<file path="config.mk">
export PLATFORM = sky130hd
export DESIGN_NAME = pipe_latch_chain_flat
export DESIGN_NICKNAME = d
export VERILOG_FILES = /design/src/rtl/pipe_latch_chain_pkg.sv /design/src/rtl/pipe_latch_chain_if.sv /design/src/rtl/pipe_latch_chain_stage.sv /design/src/rtl/pipe_latch_chain.sv /design/src/flat_wrapper.sv
export SDC_FILE = /design/constraint.sdc
export NUM_CORES = 1
export LEC_CHECK = 0
export ABC_AREA = 1
export BUFFER_PORTS_ARGS = -buffer_cell sky130_fd_sc_hd__buf_2
export CORE_MARGIN = 5
export CORE_UTILIZATION = 35
export DETAILED_ROUTE_END_ITERATION = 16
export GPL_TIMING_DRIVEN = 0
export PLACE_DENSITY_LB_ADDON = 0.05
export SLEW_MARGIN = 0
export SYNTH_ARGS = -nofsm -noshare
export SYNTH_HDL_FRONTEND = slang
export SYNTH_SLANG_ARGS = --single-unit
</file>
<file path="constraint.sdc">
create_clock -name clk -period 1.66 [get_ports clk]
set_input_delay 0.083 -clock clk [delete_from_list [all_inputs] [get_ports clk]]
set_output_delay 0.083 -clock clk [all_outputs]
set_load 0.03 [all_outputs]
</file>
<file path="src/rtl/pipe_latch_chain_pkg.sv">
// Shared definitions for the pipeline latch chain: NOP encoding, stage
// indices, per-stage update selection and a saturating increment helper.
package pipe_pkg;

  localparam logic [31:0] NOP_INSTR = 32'h0000_0000;

  localparam int unsigned IF_ID  = 32'd0;
  localparam int unsigned ID_EX  = 32'd1;
  localparam int unsigned EX_MEM = 32'd2;
  localparam int unsigned MEM_WB = 32'd3;

  localparam int unsigned SAT_MAX_W = 32'd64;

  typedef enum logic [1:0] {
    OP_FLUSH  = 2'd0,
    OP_HOLD   = 2'd1,
    OP_BUBBLE = 2'd2,
    OP_LOAD   = 2'd3
  } stage_op_e;

  // Counters narrower than 64 bits stop at their own all-ones value.
  function automatic logic [63:0] sat_inc(input logic [63:0] value,
                                          input int unsigned width);
    logic [63:0] max_v;
    if (width >= SAT_MAX_W) begin
      max_v = {64{1'b1}};
    end else begin
      max_v = (64'd1 << width) - 64'd1;
    end
    if (value >= max_v) begin
      sat_inc = max_v;
    end else begin
      sat_inc = value + 64'd1;
    end
  endfunction

endpackage

</file>
<file path="src/rtl/pipe_latch_chain_if.sv">
// Upstream/downstream handshake bundle of the pipeline latch chain.
interface pipe_latch_chain_if #(
  parameter int unsigned WIDTH = 32
);
  logic             in_valid;
  logic [WIDTH-1:0] in_data;
  logic             in_ready;
  logic             out_valid;
  logic [WIDTH-1:0] out_data;

  modport master (
    output in_valid,
    output in_data,
    input  in_ready,
    input  out_valid,
    input  out_data
  );

  modport slave (
    input  in_valid,
    input  in_data,
    output in_ready,
    output out_valid,
    output out_data
  );
endinterface

</file>
<file path="src/rtl/pipe_latch_chain_stage.sv">
// One valid+payload pipeline register: flush beats hold, hold beats an
// upstream bubble, otherwise the source is loaded (NOP when invalid).
module pipe_latch_stage
  import pipe_pkg::*;
#(
  parameter int unsigned      WIDTH     = 32,
  parameter logic [WIDTH-1:0] NOP_VALUE = WIDTH'(NOP_INSTR)
) (
  input  logic             clk,
  input  logic             reset,
  input  logic             flush,
  input  logic             hold,
  input  logic             hold_up,
  input  logic             src_valid,
  input  logic [WIDTH-1:0] src_data,
  output logic             valid,
  output logic [WIDTH-1:0] data,
  output logic             valid_next
);

  stage_op_e        op_s;
  logic             valid_r;
  logic [WIDTH-1:0] data_r;
  logic             valid_nxt_s;
  logic [WIDTH-1:0] data_nxt_s;

  // rule selection
  always_comb begin
    op_s = OP_LOAD;
    if (flush) begin
      op_s = OP_FLUSH;
    end else if (hold) begin
      op_s = OP_HOLD;
    end else if (hold_up) begin
      op_s = OP_BUBBLE;
    end else begin
      op_s = OP_LOAD;
    end
  end

  // next register contents for the selected rule
  always_comb begin
    valid_nxt_s = 1'b0;
    data_nxt_s  = NOP_VALUE;
    case (op_s)
      OP_FLUSH, OP_BUBBLE: begin
        valid_nxt_s = 1'b0;
        data_nxt_s  = NOP_VALUE;
      end
      OP_HOLD: begin
        valid_nxt_s = valid_r;
        data_nxt_s  = data_r;
      end
      OP_LOAD: begin
        valid_nxt_s = src_valid;
        data_nxt_s  = src_valid ? src_data : NOP_VALUE;
      end
      default: begin
        valid_nxt_s = 1'b0;
        data_nxt_s  = NOP_VALUE;
      end
    endcase
  end

  // stage register
  always_ff @(posedge clk) begin
    if (reset) begin
      valid_r <= 1'b0;
      data_r  <= NOP_VALUE;
    end else begin
      valid_r <= valid_nxt_s;
      data_r  <= data_nxt_s;
    end
  end

  assign valid      = valid_r;
  assign data       = data_r;
  assign valid_next = valid_nxt_s;

endmodule

</file>
<file path="src/rtl/pipe_latch_chain.sv">
// Generic chain of DEPTH pipeline latches with per-stage stall/flush.
// Performance counters are built only when PIPE_LATCH_PERF_EN is defined.
module pipe_latch_chain
  import pipe_pkg::*;
#(
  parameter int unsigned      WIDTH     = 32,
  parameter int               DEPTH     = 1,
  parameter logic [WIDTH-1:0] NOP_VALUE = WIDTH'(NOP_INSTR),
  parameter int unsigned      CNT_W     = 16
) (
  input  logic                       clk,
  input  logic                       reset,
  pipe_latch_chain_if.slave          bus,
  input  logic [DEPTH-1:0]           stall,
  input  logic [DEPTH-1:0]           flush,
  output logic [DEPTH-1:0]           stage_valid,
  output logic [$clog2(DEPTH+1)-1:0] occupancy,
  output logic [CNT_W-1:0]           stall_cycles,
  output logic [CNT_W-1:0]           bubble_cycles,
  output logic [CNT_W-1:0]           flush_events
);

  localparam int OCC_W = $clog2(DEPTH + 1);

  logic [DEPTH-1:0] hold_s;
  logic [DEPTH-1:0] valid_s;
  logic [DEPTH-1:0] valid_nxt_s;
  logic [WIDTH-1:0] data_s [DEPTH];
  logic [OCC_W-1:0] occ_nxt_s;
  logic [OCC_W-1:0] occ_r;

  // a stalled stage freezes itself and everything upstream of it
  always_comb begin
    hold_s = '0;
    for (int i = 0; i < DEPTH; i++) begin
      hold_s[i] = |(stall >> i);
    end
  end

  assign bus.in_ready = ~hold_s[0];

  for (genvar g = 0; g < DEPTH; g++) begin : g_stage
    logic             src_valid_s;
    logic [WIDTH-1:0] src_data_s;
    logic             hold_up_s;

    if (g == 0) begin : g_head
      assign src_valid_s = bus.in_valid;
      assign src_data_s  = bus.in_data;
      assign hold_up_s   = 1'b0;
    end else begin : g_body
      assign src_valid_s = valid_s[g-1];
      assign src_data_s  = data_s[g-1];
      assign hold_up_s   = hold_s[g-1];
    end

    pipe_latch_stage #(
      .WIDTH     (WIDTH),
      .NOP_VALUE (NOP_VALUE)
    ) u_stage (
      .clk        (clk),
      .reset      (reset),
      .flush      (flush[g]),
      .hold       (hold_s[g]),
      .hold_up    (hold_up_s),
      .src_valid  (src_valid_s),
      .src_data   (src_data_s),
      .valid      (valid_s[g]),
      .data       (data_s[g]),
      .valid_next (valid_nxt_s[g])
    );
  end

  // popcount of the valid bits the stages are about to load
  always_comb begin
    occ_nxt_s = '0;
    for (int i = 0; i < DEPTH; i++) begin
      occ_nxt_s = occ_nxt_s + OCC_W'(valid_nxt_s[i]);
    end
  end

  // occupancy register, kept in step with the stage registers
  always_ff @(posedge clk) begin
    if (reset) begin
      occ_r <= '0;
    end else begin
      occ_r <= occ_nxt_s;
    end
  end

  assign bus.out_valid = valid_s[DEPTH-1];
  assign bus.out_data  = data_s[DEPTH-1];
  assign stage_valid   = valid_s;
  assign occupancy     = occ_r;

`ifdef PIPE_LATCH_PERF_EN
  logic [CNT_W-1:0] stall_cnt_r;
  logic [CNT_W-1:0] bubble_cnt_r;
  logic [CNT_W-1:0] flush_cnt_r;
  logic [CNT_W-1:0] stall_cnt_nxt_s;
  logic [CNT_W-1:0] bubble_cnt_nxt_s;
  logic [CNT_W-1:0] flush_cnt_nxt_s;

  // saturating counter updates
  always_comb begin
    stall_cnt_nxt_s  = stall_cnt_r;
    bubble_cnt_nxt_s = bubble_cnt_r;
    flush_cnt_nxt_s  = flush_cnt_r;
    if (hold_s[0]) begin
      stall_cnt_nxt_s = CNT_W'(sat_inc(64'(stall_cnt_r), CNT_W));
    end else begin
      stall_cnt_nxt_s = stall_cnt_r;
    end
    if (!valid_s[DEPTH-1]) begin
      bubble_cnt_nxt_s = CNT_W'(sat_inc(64'(bubble_cnt_r), CNT_W));
    end else begin
      bubble_cnt_nxt_s = bubble_cnt_r;
    end
    if (|flush) begin
      flush_cnt_nxt_s = CNT_W'(sat_inc(64'(flush_cnt_r), CNT_W));
    end else begin
      flush_cnt_nxt_s = flush_cnt_r;
    end
  end

  // counter registers
  always_ff @(posedge clk) begin
    if (reset) begin
      stall_cnt_r  <= '0;
      bubble_cnt_r <= '0;
      flush_cnt_r  <= '0;
    end else begin
      stall_cnt_r  <= stall_cnt_nxt_s;
      bubble_cnt_r <= bubble_cnt_nxt_s;
      flush_cnt_r  <= flush_cnt_nxt_s;
    end
  end

  assign stall_cycles  = stall_cnt_r;
  assign bubble_cycles = bubble_cnt_r;
  assign flush_events  = flush_cnt_r;
`else
  assign stall_cycles  = '0;
  assign bubble_cycles = '0;
  assign flush_events  = '0;
`endif

endmodule

</file>
<file path="src/flat_wrapper.sv">
// flat-port wrapper written by rule: the top's interface ports become plain ports
module pipe_latch_chain_flat import pipe_pkg::*;
#(
  parameter int unsigned      WIDTH     = 32,
  parameter int               DEPTH     = 1,
  parameter logic [WIDTH-1:0] NOP_VALUE = WIDTH'(NOP_INSTR),
  parameter int unsigned      CNT_W     = 16
)
  (clk, reset, stall, flush, stage_valid, occupancy, stall_cycles, bubble_cycles, flush_events, bus_in_valid, bus_in_data, bus_in_ready, bus_out_valid, bus_out_data);
  pipe_latch_chain_if #(.WIDTH(WIDTH)) bus_i ();
  input  logic clk;
  input  logic reset;
  input  logic [DEPTH-1:0] stall;
  input  logic [DEPTH-1:0] flush;
  output logic [DEPTH-1:0] stage_valid;
  output logic [$clog2(DEPTH+1)-1:0] occupancy;
  output logic [CNT_W-1:0] stall_cycles;
  output logic [CNT_W-1:0] bubble_cycles;
  output logic [CNT_W-1:0] flush_events;
  input wire logic [$bits(bus_i.in_valid)-1:0] bus_in_valid;
  input wire logic [$bits(bus_i.in_data)-1:0] bus_in_data;
  output wire logic [$bits(bus_i.in_ready)-1:0] bus_in_ready;
  output wire logic [$bits(bus_i.out_valid)-1:0] bus_out_valid;
  output wire logic [$bits(bus_i.out_data)-1:0] bus_out_data;
  assign bus_i.in_valid = bus_in_valid;
  assign bus_i.in_data = bus_in_data;
  assign bus_in_ready = bus_i.in_ready;
  assign bus_out_valid = bus_i.out_valid;
  assign bus_out_data = bus_i.out_data;
  pipe_latch_chain #(.WIDTH(WIDTH), .DEPTH(DEPTH), .NOP_VALUE(NOP_VALUE), .CNT_W(CNT_W)) u_core (.clk(clk), .reset(reset), .bus(bus_i), .stall(stall), .flush(flush), .stage_valid(stage_valid), .occupancy(occupancy), .stall_cycles(stall_cycles), .bubble_cycles(bubble_cycles), .flush_events(flush_events));
endmodule
</file>
==> key figures, run 1 <==
Status
  – Run status: complete, no violations

Drt
  – DR DRC count: 0
  – Vias per cell: 3.773
  – Residual antenna-violating net count after detailed routing: 0
  – Pre-Repair DR Iteration Count: 4
  – Detail-routed net length per standard cell: 10.21 um
  – Detailed Route WL: 4.719 mm
  – Vias post-DR: 1743
  – Detailed Route Iter0 Violations: 46

STA
  – Max Slew Vio Count: 0
  – Number of setup violations in the final report: 0
  – Final worst-path cycle share: 64.49%
  – Aggregate negative setup slack: 0 ps
  – Worst Slack Setup Final: 589.4 ps
  – Unrepaired setup endpoints after global routing: false
  – Shortest period the worst path allows: 1071 ps
  – Final count of hold timing violations: 0
  – Maximum clock rate: 0.9341 GHz
  – Post-route clock skew: 0 ps

Critical path
  – Cells along the critical path: buf_4, buf_2
  – Critical Path AT: 990 ps
  – FF-to-FF path depth: 2
  – Critical Path Start Type: flop
  – Worst Setup Path Type: reg -> out
  – Critical R2R Capture: u_core.occupancy$_SDFFE_PP0P_
  – Critical R2R Launch: u_core.occupancy$_SDFFE_PP0P_
  – Slowest stage cell, crit path: sky130_fd_sc_hd__dfxtp_1
  – Critical path fanouts, max: 4
  – Worst setup slack for register-to-register paths: 990 ps
  – Crit end category: output port
  – Crit path largest cell delay: 390 ps
  – Critical Path RT: 1580 ps

Clock tree
  – Total clock buffers created by CTS: 5
  – CTS clk-pin slew, worst paths: 70 ps
  – CTS Buffer Depth: 2
  – Clk_lat worst skew: 280 ps
  – H-Tree Level Count: 2
  – CTS tree: done
  – CTS resizes: 0
  – Count of buffers added by post-CTS timing repair for setup: 0
  – CTS Sinks: 33
  – Hold-fix buffers at CTS: 0
  – Clock Root Buffer: sky130_fd_sc_hd__clkbuf_8

Synth
  – Synthesized netlist cell count: 268
  – Proportion of netlist area held by the largest area contributor: 35.01%
  – Post-synth cell types: 13
  – Cell type contributing the most total cell area after synthesis: sky130_fd_sc_hd__dfxtp_1
  – Area contributors post-synth: sky130_fd_sc_hd__dfxtp_1, sky130_fd_sc_hd__buf_4, sky130_fd_sc_hd__nand2_1, sky130_fd_sc_hd__a21oi_1, sky130_fd_sc_hd__nand3_1
  – Warning count from the yosys run: 0
  – Netlist Area Pre-Place: 0.001887 mm2
  – Sequential fraction of the synthesis area: 35.01%
  – Average cell area after synthesis: 7.040 um2
  – Seq cells post-synth: 33

Power and ir drop
  – Switching power as a share of total power: 31.17%
  – Peak ir drop on the vdd network: 0.3298 mV
  – Static leakage power: 1.567 nW
  – Proportion of power drawn by flip-flops and latches: 41.6%
  – Power per unit of standard cell area: 756.1 mW/mm2
  – Logic pwr share: 24.6%
  – Internal portion of total power: 1.352 mW
  – Fraction of power consumed by the clock network: 33.8%
  – Switching power: 0.6121 mW

Die
  – Starting Density: 36.48%
  – Number of placement rows: 26
  – Core Box Area: 0.005172 mm2
  – DIE AREA: 0.006959 mm2
  – Width of the die: 83.42 um
  – I/O pins: 121
  – Y dimension of the die: 83.42 um

Placement
  – RD Place Congestion: 0.7205
  – Number of port buffers: 69
  – DP HPWL: 3.623 mm
  – Worst slack at placement: 699.0 ps

Min path
  – Hold path endpoint: u_core.occupancy$_SDFFE_PP0P_
  – Hold Crit Depth: 3
  – Hold path startpoint: stall
  – Worst Hold Class: in -> reg

Finish
  – Antenna diode count: 0
  – Layout-stage area growth over the synthesis result: 37.67%
  – Number of nets at the end of the flow: 428
  – Fraction of final layout cells with drive strength greater than 1: 36.48%

Global routing
  – Vias in the first global route: 1637
  – Remaining Overflow, GRT: 0
  – Global-route wire length before repair: 7.624 mm
  – Antenna violations before repair: 0
  – Maximum number of pins on one net before global-route repair: 11
  – GRT Overall Usage: 13.30%

Job
  – Max cap viols: 0
[metrics by stage]
stage | std cells | cell area (um2) | total power, mW | util (%) | hold WS, ps
floorplan | 315 | 2063 | 1.223 | - | 255.1
finish | 462 | 2597 | 1.964 | 50.22 | 94.57
CTS | 462 | 2597 | 1.987 | 50.22 | 87.39
detailed placement | 454 | 2496 | 1.315 | 48.26 | 396.2
global route | 462 | 2597 | 2.068 | 50.22 | 103.4
global placement | 454 | 2496 | 1.314 | 48.26 | 394.3
[Yosys cell counts, drive strengths merged]
cell    count
dfxtp      33
conb        1
nor2        1
inv        34
nand2      65
buf        65
nand3      33
clkbuf      3
a21oi      33
[cell type report]
cell class | instances | area [um2]
Buffer | 68 | 500.5
Clock buffer | 7 | 96.34
Clock inverter | 1 | 5.005
Fill cell | 582 | 2575
Inverter | 34 | 127.6
Multi-Input combinational cell | 180 | 774.5
Sequential cell | 33 | 660.6
Tap cell | 70 | 87.58
Timing Repair Buffer | 69 | 345.3
[sequential cells by signal, summed over array words and instances, names as in the netlist]
signal                       cells
u_core.occupancy                 1
u_core.g_stage.u_stage.data     32
[power groups by stage]
stage | Clock (mW) | Combinational (mW) | Sequential [mW]
finish | 0.664 | 0.483 | 0.816
global route | 0.725 | 0.524 | 0.818
CTS | 0.689 | 0.481 | 0.816
detailed placement | 0 | 0.480 | 0.835
global placement | 0 | 0.480 | 0.834
floorplan | 0 | 0.356 | 0.867
[cell usage in the layout, fill, tap and decap left out]
cell                       netlist  final
sky130_fd_sc_hd__a21oi_1        33     33
sky130_fd_sc_hd__buf_1           1      1
sky130_fd_sc_hd__buf_2           4     73
sky130_fd_sc_hd__buf_4          56     56
sky130_fd_sc_hd__buf_6           4      4
sky130_fd_sc_hd__clkbuf_1        3      3
sky130_fd_sc_hd__clkbuf_8        0      7
sky130_fd_sc_hd__clkinv_2        0      1
sky130_fd_sc_hd__conb_1          1     48
sky130_fd_sc_hd__dfxtp_1        33     33
sky130_fd_sc_hd__inv_1          33     33
sky130_fd_sc_hd__inv_2           1      1
sky130_fd_sc_hd__nand2_1        65     65
sky130_fd_sc_hd__nand3_1        33     33
sky130_fd_sc_hd__nor2_8          1      1
[critical path: cells and delay by family, from the launching register on]
kind                   cells  cell delay [ps]
buffers and inverters      2              310
flip-flops                 1              390
[routing by layer]
layer | GRT usage, % | vias up | share of wire [%] | routed length, um
li1 | - | 965 | - | -
met1 | 14.86 | 700 | 41 | 1954
met2 | 21.57 | 73 | 44 | 2093
met3 | 6.634 | 5 | 13 | 605
met4 | 5.263 | 0 | 1.4 | 65
met5 | 0 | - | 0 | 0
[cell families after synthesis]
| logic type | count (synthesis) | synth area share (%) |
|---|---|---|
| buf+inv | 102 | 33.29 |
| flops | 33 | 35.01 |
| compound gates | 33 | 8.753 |
| simple gates | 99 | 22.75 |
| other cells | 1 | 0.1987 |
[how the worst max path moves through the flow]
stage / startpoint / to / slack (ps)
after CTS: u_core.occupancy$_SDFFE_PP0P_ / occupancy / 580
final: u_core.occupancy$_SDFFE_PP0P_ / occupancy / 590
after floorplan: u_core.occupancy$_SDFFE_PP0P_ / u_core.occupancy$_SDFFE_PP0P_ / 830
after global placement: reset / u_core.g_stage[0].u_stage.data[7]$_SDFFE_PP0P_ / 700
after detailed placement: reset / u_core.g_stage[0].u_stage.data[18]$_SDFFE_PP0P_ / 700
after global routing: u_core.occupancy$_SDFFE_PP0P_ / stage_valid / 550
No activity file was read; power rests on OpenSTA's default activity.
==> run 2: changes to the inputs <==
Settings changed: ABC_AREA 1 to 0.
Clock period 1.66 ns to 0.9 ns, I/O delays scaled along.
==> run 2 against run 1 <==
- the flow now finishes with violations (setup timing)
- combinational power increased by 79%
- via count decreased by 14%
- routed wire length decreased by 10%
- first-iteration DRC count increased by 17%
- synthesized cell count decreased by 26%
- cell count decreased by 15%
- critical path type unchanged
- highest routed layer unchanged
==> key figures, run 2 <==
Global routing
  – Vias in the first global route: 1483
  – Global-route wire length before repair: 6.617 mm
  – GRT Overall Usage: 12.89%
  – Remaining Overflow, GRT: 0
  – Maximum number of pins on one net before global-route repair: 11
  – Antenna violations before repair: 0

Synth
  – Average cell area after synthesis: 9.085 um2
  – Most common flop cell mapped by yosys: sky130_fd_sc_hd__dfxtp_1
  – Warning count from the yosys run: 0
  – Most instantiated library cell after synthesis: sky130_fd_sc_hd__buf_4
  – Netlist Area Pre-Place: 0.001808 mm2
  – Post-synth cell types: 15
  – Async set-or-reset flop fraction in the synthesized netlist: 0%
  – Sequential fraction of the synthesis area: 36.54%
  – Seq cells post-synth: 33
  – Count of flip-flops with a built-in enable after synthesis: 0
  – Cell type contributing the most total cell area after synthesis: sky130_fd_sc_hd__dfxtp_1
  – Proportion of netlist area held by the largest area contributor: 36.54%
  – Synthesized netlist cell count: 199
  – Area contributors post-synth: sky130_fd_sc_hd__dfxtp_1, sky130_fd_sc_hd__buf_4, sky130_fd_sc_hd__a21oi_2, sky130_fd_sc_hd__nand3b_1, sky130_fd_sc_hd__nand2_1
  – List of most frequent post-synthesis cells: sky130_fd_sc_hd__buf_4, sky130_fd_sc_hd__dfxtp_1, sky130_fd_sc_hd__nand2_1, sky130_fd_sc_hd__nand3b_1, sky130_fd_sc_hd__a21oi_2

Clock tree
  – CTS Sinks: 33
  – CTS tree: done
  – CTS clk-pin slew, worst paths: 70 ps
  – Clock Root Buffer: sky130_fd_sc_hd__clkbuf_8
  – Count of buffers added by post-CTS timing repair for setup: 0
  – H-Tree Level Count: 2
  – Total clock buffers created by CTS: 5
  – Clk_lat worst skew: 270 ps
  – CTS Buffer Depth: 2

Finish
  – Layout-stage area growth over the synthesis result: 40.41%
  – Fraction of final layout cells with drive strength greater than 1: 52.16%
  – Number of nets at the end of the flow: 360
  – Filler Cell Count: 526
  – Antenna diode count: 0
  – Largest register FFs: 32
  – Area used by multi-input combinational logic: 829.5 um2
  – Area of all placed cells without fillers: 0.002539 mm2
  – Most frequent cells in the layout: sky130_fd_sc_hd__buf_2, sky130_fd_sc_hd__buf_4, sky130_fd_sc_hd__conb_1
  – Count of placed standard cells in the final layout, fillers left out: 394
  – Sequential cell area: 664.4 um2
  – Most common library cell in the layout ignoring fill and taps: sky130_fd_sc_hd__buf_2

Status
  – Violations in the final reports: setup timing
  – Run status: finished, violations left

Placement
  – RD Place Congestion: 0.6691
  – Number of port buffers: 70
  – Placement-stage cell area: 0.002422 mm2
  – DP HPWL: 3.288 mm
  – Number of cells in the design after placement: 386

STA
  – Post-route clock skew: 0 ps
  – Maximum clock rate: 1.098 GHz
  – Max Slew Vio Count: 0
  – Shortest period the worst path allows: 910.8 ps
  – Final worst-path cycle share: 101.2%
  – Final count of hold timing violations: 0
  – Unrepaired setup endpoints after global routing: true
  – Worst Slack Setup Final: -10.78 ps
  – Number of setup violations in the final report: 2

Critical path
  – Critical Path AT: 870 ps
  – Critical path fanouts, max: 4
  – Crit end category: output port
  – Worst Setup Path Type: reg -> out
  – Critical Path RT: 850 ps
  – Critical Path Start Type: flop

Min path
  – Worst Hold Class: in -> reg

Die
  – DIE AREA: 0.006703 mm2
  – Starting Density: 35.63%
  – Y dimension of the die: 81.87 um
  – Width of the die: 81.87 um
  – Number of placement rows: 26
  – I/O pins: 121
  – Core Box Area: 0.005075 mm2

Job
  – Max cap viols: 0

Power and ir drop
  – Power per unit of standard cell area: 1345 mW/mm2
  – Static leakage power: 1.239 nW
  – Peak ir drop on the vdd network: 0.4698 mV
  – Overall power after layout: 3.414 mW

Drt
  – Vias post-DR: 1505
  – Detailed Route WL: 4.231 mm
  – Pre-Repair DR Iteration Count: 3
  – DR DRC count: 0
  – Residual antenna-violating net count after detailed routing: 0
  – Detailed Route Iter0 Violations: 54
  – Vias per cell: 3.820
  – Detail-routed net length per standard cell: 10.74 um
## run 2: changes by cell type after synthesis, moves of 2 or more
cell | before | now
sky130_fd_sc_hd__buf_4 | 56 | 50
sky130_fd_sc_hd__inv_1 | 33 | 1
sky130_fd_sc_hd__a21oi_2 | 0 | 29
sky130_fd_sc_hd__a21oi_1 | 33 | 3
sky130_fd_sc_hd__nand2_1 | 65 | 32
sky130_fd_sc_hd__buf_2 | 4 | 8
sky130_fd_sc_hd__nand3b_1 | 0 | 32
sky130_fd_sc_hd__clkbuf_1 | 3 | 1
sky130_fd_sc_hd__nand3_1 | 33 | 0
## run 2: repair_timing
| item | 4_1_cts | 5_1_grt |
|---|---|---|
| hold buffers | 0 | 0 |
| resized for setup | 7 | 9 |
| endpoints found under the setup margin | 3 | 8 |
| hold endpoints to repair | 0 | 0 |
## run 2: metrics by stage
stage	TNS (ps)	worst slack [ps]	hold WS, ps	utilization (%)
floorplan	0	117.3	208.7	-
global placement	0	78.25	321.4	47.73
detailed placement	0	69.63	326.4	47.73
CTS	-26.82	-11.14	28.30	49.73
global route	-111.9	-44.25	30.07	50.02
finish	-21.17	-10.78	38.41	50.02
## run 2: cell families (layout without fill, tap and decap cells)
group | Yosys count | in the layout | synth area share (%)
simple gates | 66 | 66 | 20.48
buf+inv | 66 | 144 | 27.33
flops | 33 | 33 | 36.54
compound gates | 32 | 32 | 14.88
other cells | 1 | 48 | 0.2074
mux | 1 | 1 | 0.5537
## run 2: metal layers
layer / global-route usage, % / wire [um]
met5: 0 / 0
met1: 14.95 / 1772
met2: 21.97 / 2022
met3: 3.399 / 367
met4: 5.980 / 68
## run 2: cell type report
| class | instances | area share [%] |
|---|---|---|
| Multi-Input combinational cell | 147 | 32.68 |
| Sequential cell | 33 | 26.17 |
| Buffer | 65 | 19.62 |
| Timing Repair Buffer | 70 | 14.79 |
| Tap cell | 70 | 3.450 |
| Clock buffer | 8 | 3.154 |
| Inverter | 1 | 0.1479 |
## run 2: final timing paths
kind                                                   start                                              end  slack (ps)  cells after the start
max                            u_core.occupancy$_SDFFE_PP0P_                                      stage_valid         -10                      2
min                                          bus_in_data[12]  u_core.g_stage[0].u_stage.data[12]$_SDFFE_PP0P_          40                      3
max reg2reg                    u_core.occupancy$_SDFFE_PP0P_                    u_core.occupancy$_SDFFE_PP0P_         260                      2
min reg2reg  u_core.g_stage[0].u_stage.data[24]$_SDFFE_PP0P_  u_core.g_stage[0].u_stage.data[24]$_SDFFE_PP0P_         450                      2
## run 2: critical path, cell delays in order, from the launching register on
cell and delay (ps):
sky130_fd_sc_hd__dfxtp_4 360, sky130_fd_sc_hd__buf_6 110, sky130_fd_sc_hd__buf_6 120
## run 2: report_power, final
group	internal, mW	total (mW)	switching (mW)
sequential	1.49	1.50	0.0149
clock	0.549	1.05	0.497
combinational	0.325	0.865	0.540
==> run 3: changes to the inputs <==
Settings changed: SKIP_CTS_REPAIR_TIMING from default to 1.
==> run 3 against run 2 <==
- the flow still finishes with violations (setup timing)
- cell count is the same
- cell area is essentially flat
- count of clock-buffer cells in the layout is the same
- clock power is essentially flat
- sequential power is essentially flat
- first-iteration DRC count shrank 1.9%
- clock skew is the same
- combinational power is essentially flat
- worst hold slack is the same
- routed wire length is essentially flat
==> key figures, run 3 (same netlist as run 2, synthesis figures left out) <==
Status
  – Run status: finished, violations left
  – Violations in the final reports: setup timing

Drt
  – Detailed Route WL: 4.234 mm
  – DR DRC count: 0
  – Detail-routed net length per standard cell: 10.75 um
  – Residual antenna-violating net count after detailed routing: 0
  – Detailed Route Iter0 Violations: 53
  – Vias per cell: 3.825
  – Pre-Repair DR Iteration Count: 3
  – Vias post-DR: 1507

Global routing
  – Vias in the first global route: 1466
  – Maximum number of pins on one net before global-route repair: 11
  – Antenna violations before repair: 0
  – Global-route wire length before repair: 6.520 mm
  – Remaining Overflow, GRT: 0
  – GRT Overall Usage: 12.73%

Clock tree
  – Clk_lat worst skew: 270 ps
  – H-Tree Level Count: 2
  – CTS tree: done
  – Total clock buffers created by CTS: 5
  – CTS clk-pin slew, worst paths: 70 ps
  – Clock Root Buffer: sky130_fd_sc_hd__clkbuf_8
  – CTS Buffer Depth: 2
  – CTS Sinks: 33

Finish
  – Largest register FFs: 32
  – Area used by multi-input combinational logic: 829.5 um2
  – Number of nets at the end of the flow: 360
  – Most common library cell in the layout ignoring fill and taps: sky130_fd_sc_hd__buf_2
  – Fraction of final layout cells with drive strength greater than 1: 52.16%
  – Layout-stage area growth over the synthesis result: 40.28%
  – Most frequent cells in the layout: sky130_fd_sc_hd__buf_2, sky130_fd_sc_hd__buf_4, sky130_fd_sc_hd__conb_1
  – Antenna diode count: 0
  – Filler Cell Count: 527
  – Sequential cell area: 661.9 um2

Job
  – Max cap viols: 0

Critical path
  – Critical Path AT: 870 ps
  – Crit end category: output port
  – Critical Path RT: 850 ps
  – Critical Path Start Type: flop
  – Critical R2R Launch: u_core.occupancy$_SDFFE_PP0P_
  – Critical path origin: u_core.occupancy$_SDFFE_PP0P_
  – Worst Setup Path Type: reg -> out
  – Critical path fanouts, max: 4

Die
  – Starting Density: 35.63%
  – I/O pins: 121
  – Core Box Area: 0.005075 mm2
  – Y dimension of the die: 81.87 um
  – DIE AREA: 0.006703 mm2
  – Width of the die: 81.87 um
  – Number of placement rows: 26

Power and ir drop
  – Static leakage power: 1.239 nW
  – Power per unit of standard cell area: 1348 mW/mm2
  – Peak ir drop on the vdd network: 0.4701 mV

Min path
  – Worst Hold Class: in -> reg
  – Hold path startpoint: bus_in_data[12]

STA
  – Final worst-path cycle share: 101.2%
  – Aggregate negative setup slack: -21.75 ps
  – Maximum clock rate: 1.098 GHz
  – Worst-case hold slack: 38.41 ps
  – Shortest period the worst path allows: 910.5 ps
  – Unrepaired setup endpoints after global routing: true
  – Number of setup violations in the final report: 3
  – Worst Slack Setup Final: -10.46 ps
  – Post-route clock skew: 0 ps
  – Final count of hold timing violations: 0
  – Max Slew Vio Count: 0

Placement
  – Worst slack at placement: 69.63 ps
  – Number of port buffers: 70
  – DP HPWL: 3.288 mm
  – RD Place Congestion: 0.6691
run 3: cell counts in the layout (fill, tap and decap cells not counted):
Identical to the previous run, type by type.
run 3: cell type report:
class / count / share of cell area [%]
Buffer: 65 / 19.63
Clock buffer: 8 / 3.157
Inverter: 1 / 0.1480
Multi-Input combinational cell: 147 / 32.71
Sequential cell: 33 / 26.10
Tap cell: 70 / 3.453
Timing Repair Buffer: 70 / 14.80
run 3: power breakdown:
group / internal [mW] / leakage (nW) / switching (mW) / total [mW]
Sequential: 1.49 / 0.268 / 0.0150 / 1.51
Clock: 0.549 / 0.0395 / 0.498 / 1.05
Combinational: 0.325 / 0.932 / 0.540 / 0.865
Total: 2.36 / 1.24 / 1.05 / 3.42
run 3: critical path, cell delays in order, from the launching register on:
cell                      delay (ps)
sky130_fd_sc_hd__dfxtp_2         370
sky130_fd_sc_hd__buf_6           110
sky130_fd_sc_hd__buf_6           110
run 3: metal layers:
metal  vias up  global-route usage (%)  routed length [um]
li1        796                       -                   -
met1       636                   14.82                1773
met2        70                   21.57                2024
met3         5                   3.399                 367
met4         0                   5.980                  68
met5         -                       0                   0
run 3: path summary, 6_finish.rpt:
check,cells past startpoint,to,slack (ps)
worst max-delay path,2,stage_valid,-10
worst min-delay path,3,u_core.g_stage[0].u_stage.data[12]$_SDFFE_PP0P_,40
worst max register to register,2,u_core.occupancy$_SDFFE_PP0P_,270
worst min register to register,2,u_core.g_stage[0].u_stage.data[24]$_SDFFE_PP0P_,450
run 3: metrics by stage:
stage / utilization, % / cell area, um2 / power (mW) / cells
2_1_floorplan: - / 1984 / 2.236 / 246
6_report: 49.98 / 2536 / 3.418 / 394
4_1_cts: 49.31 / 2502 / 3.461 / 394
5_1_grt: 49.98 / 2536 / 3.614 / 394
3_3_place_gp: 47.73 / 2422 / 2.392 / 386
3_5_place_dp: 47.73 / 2422 / 2.391 / 386
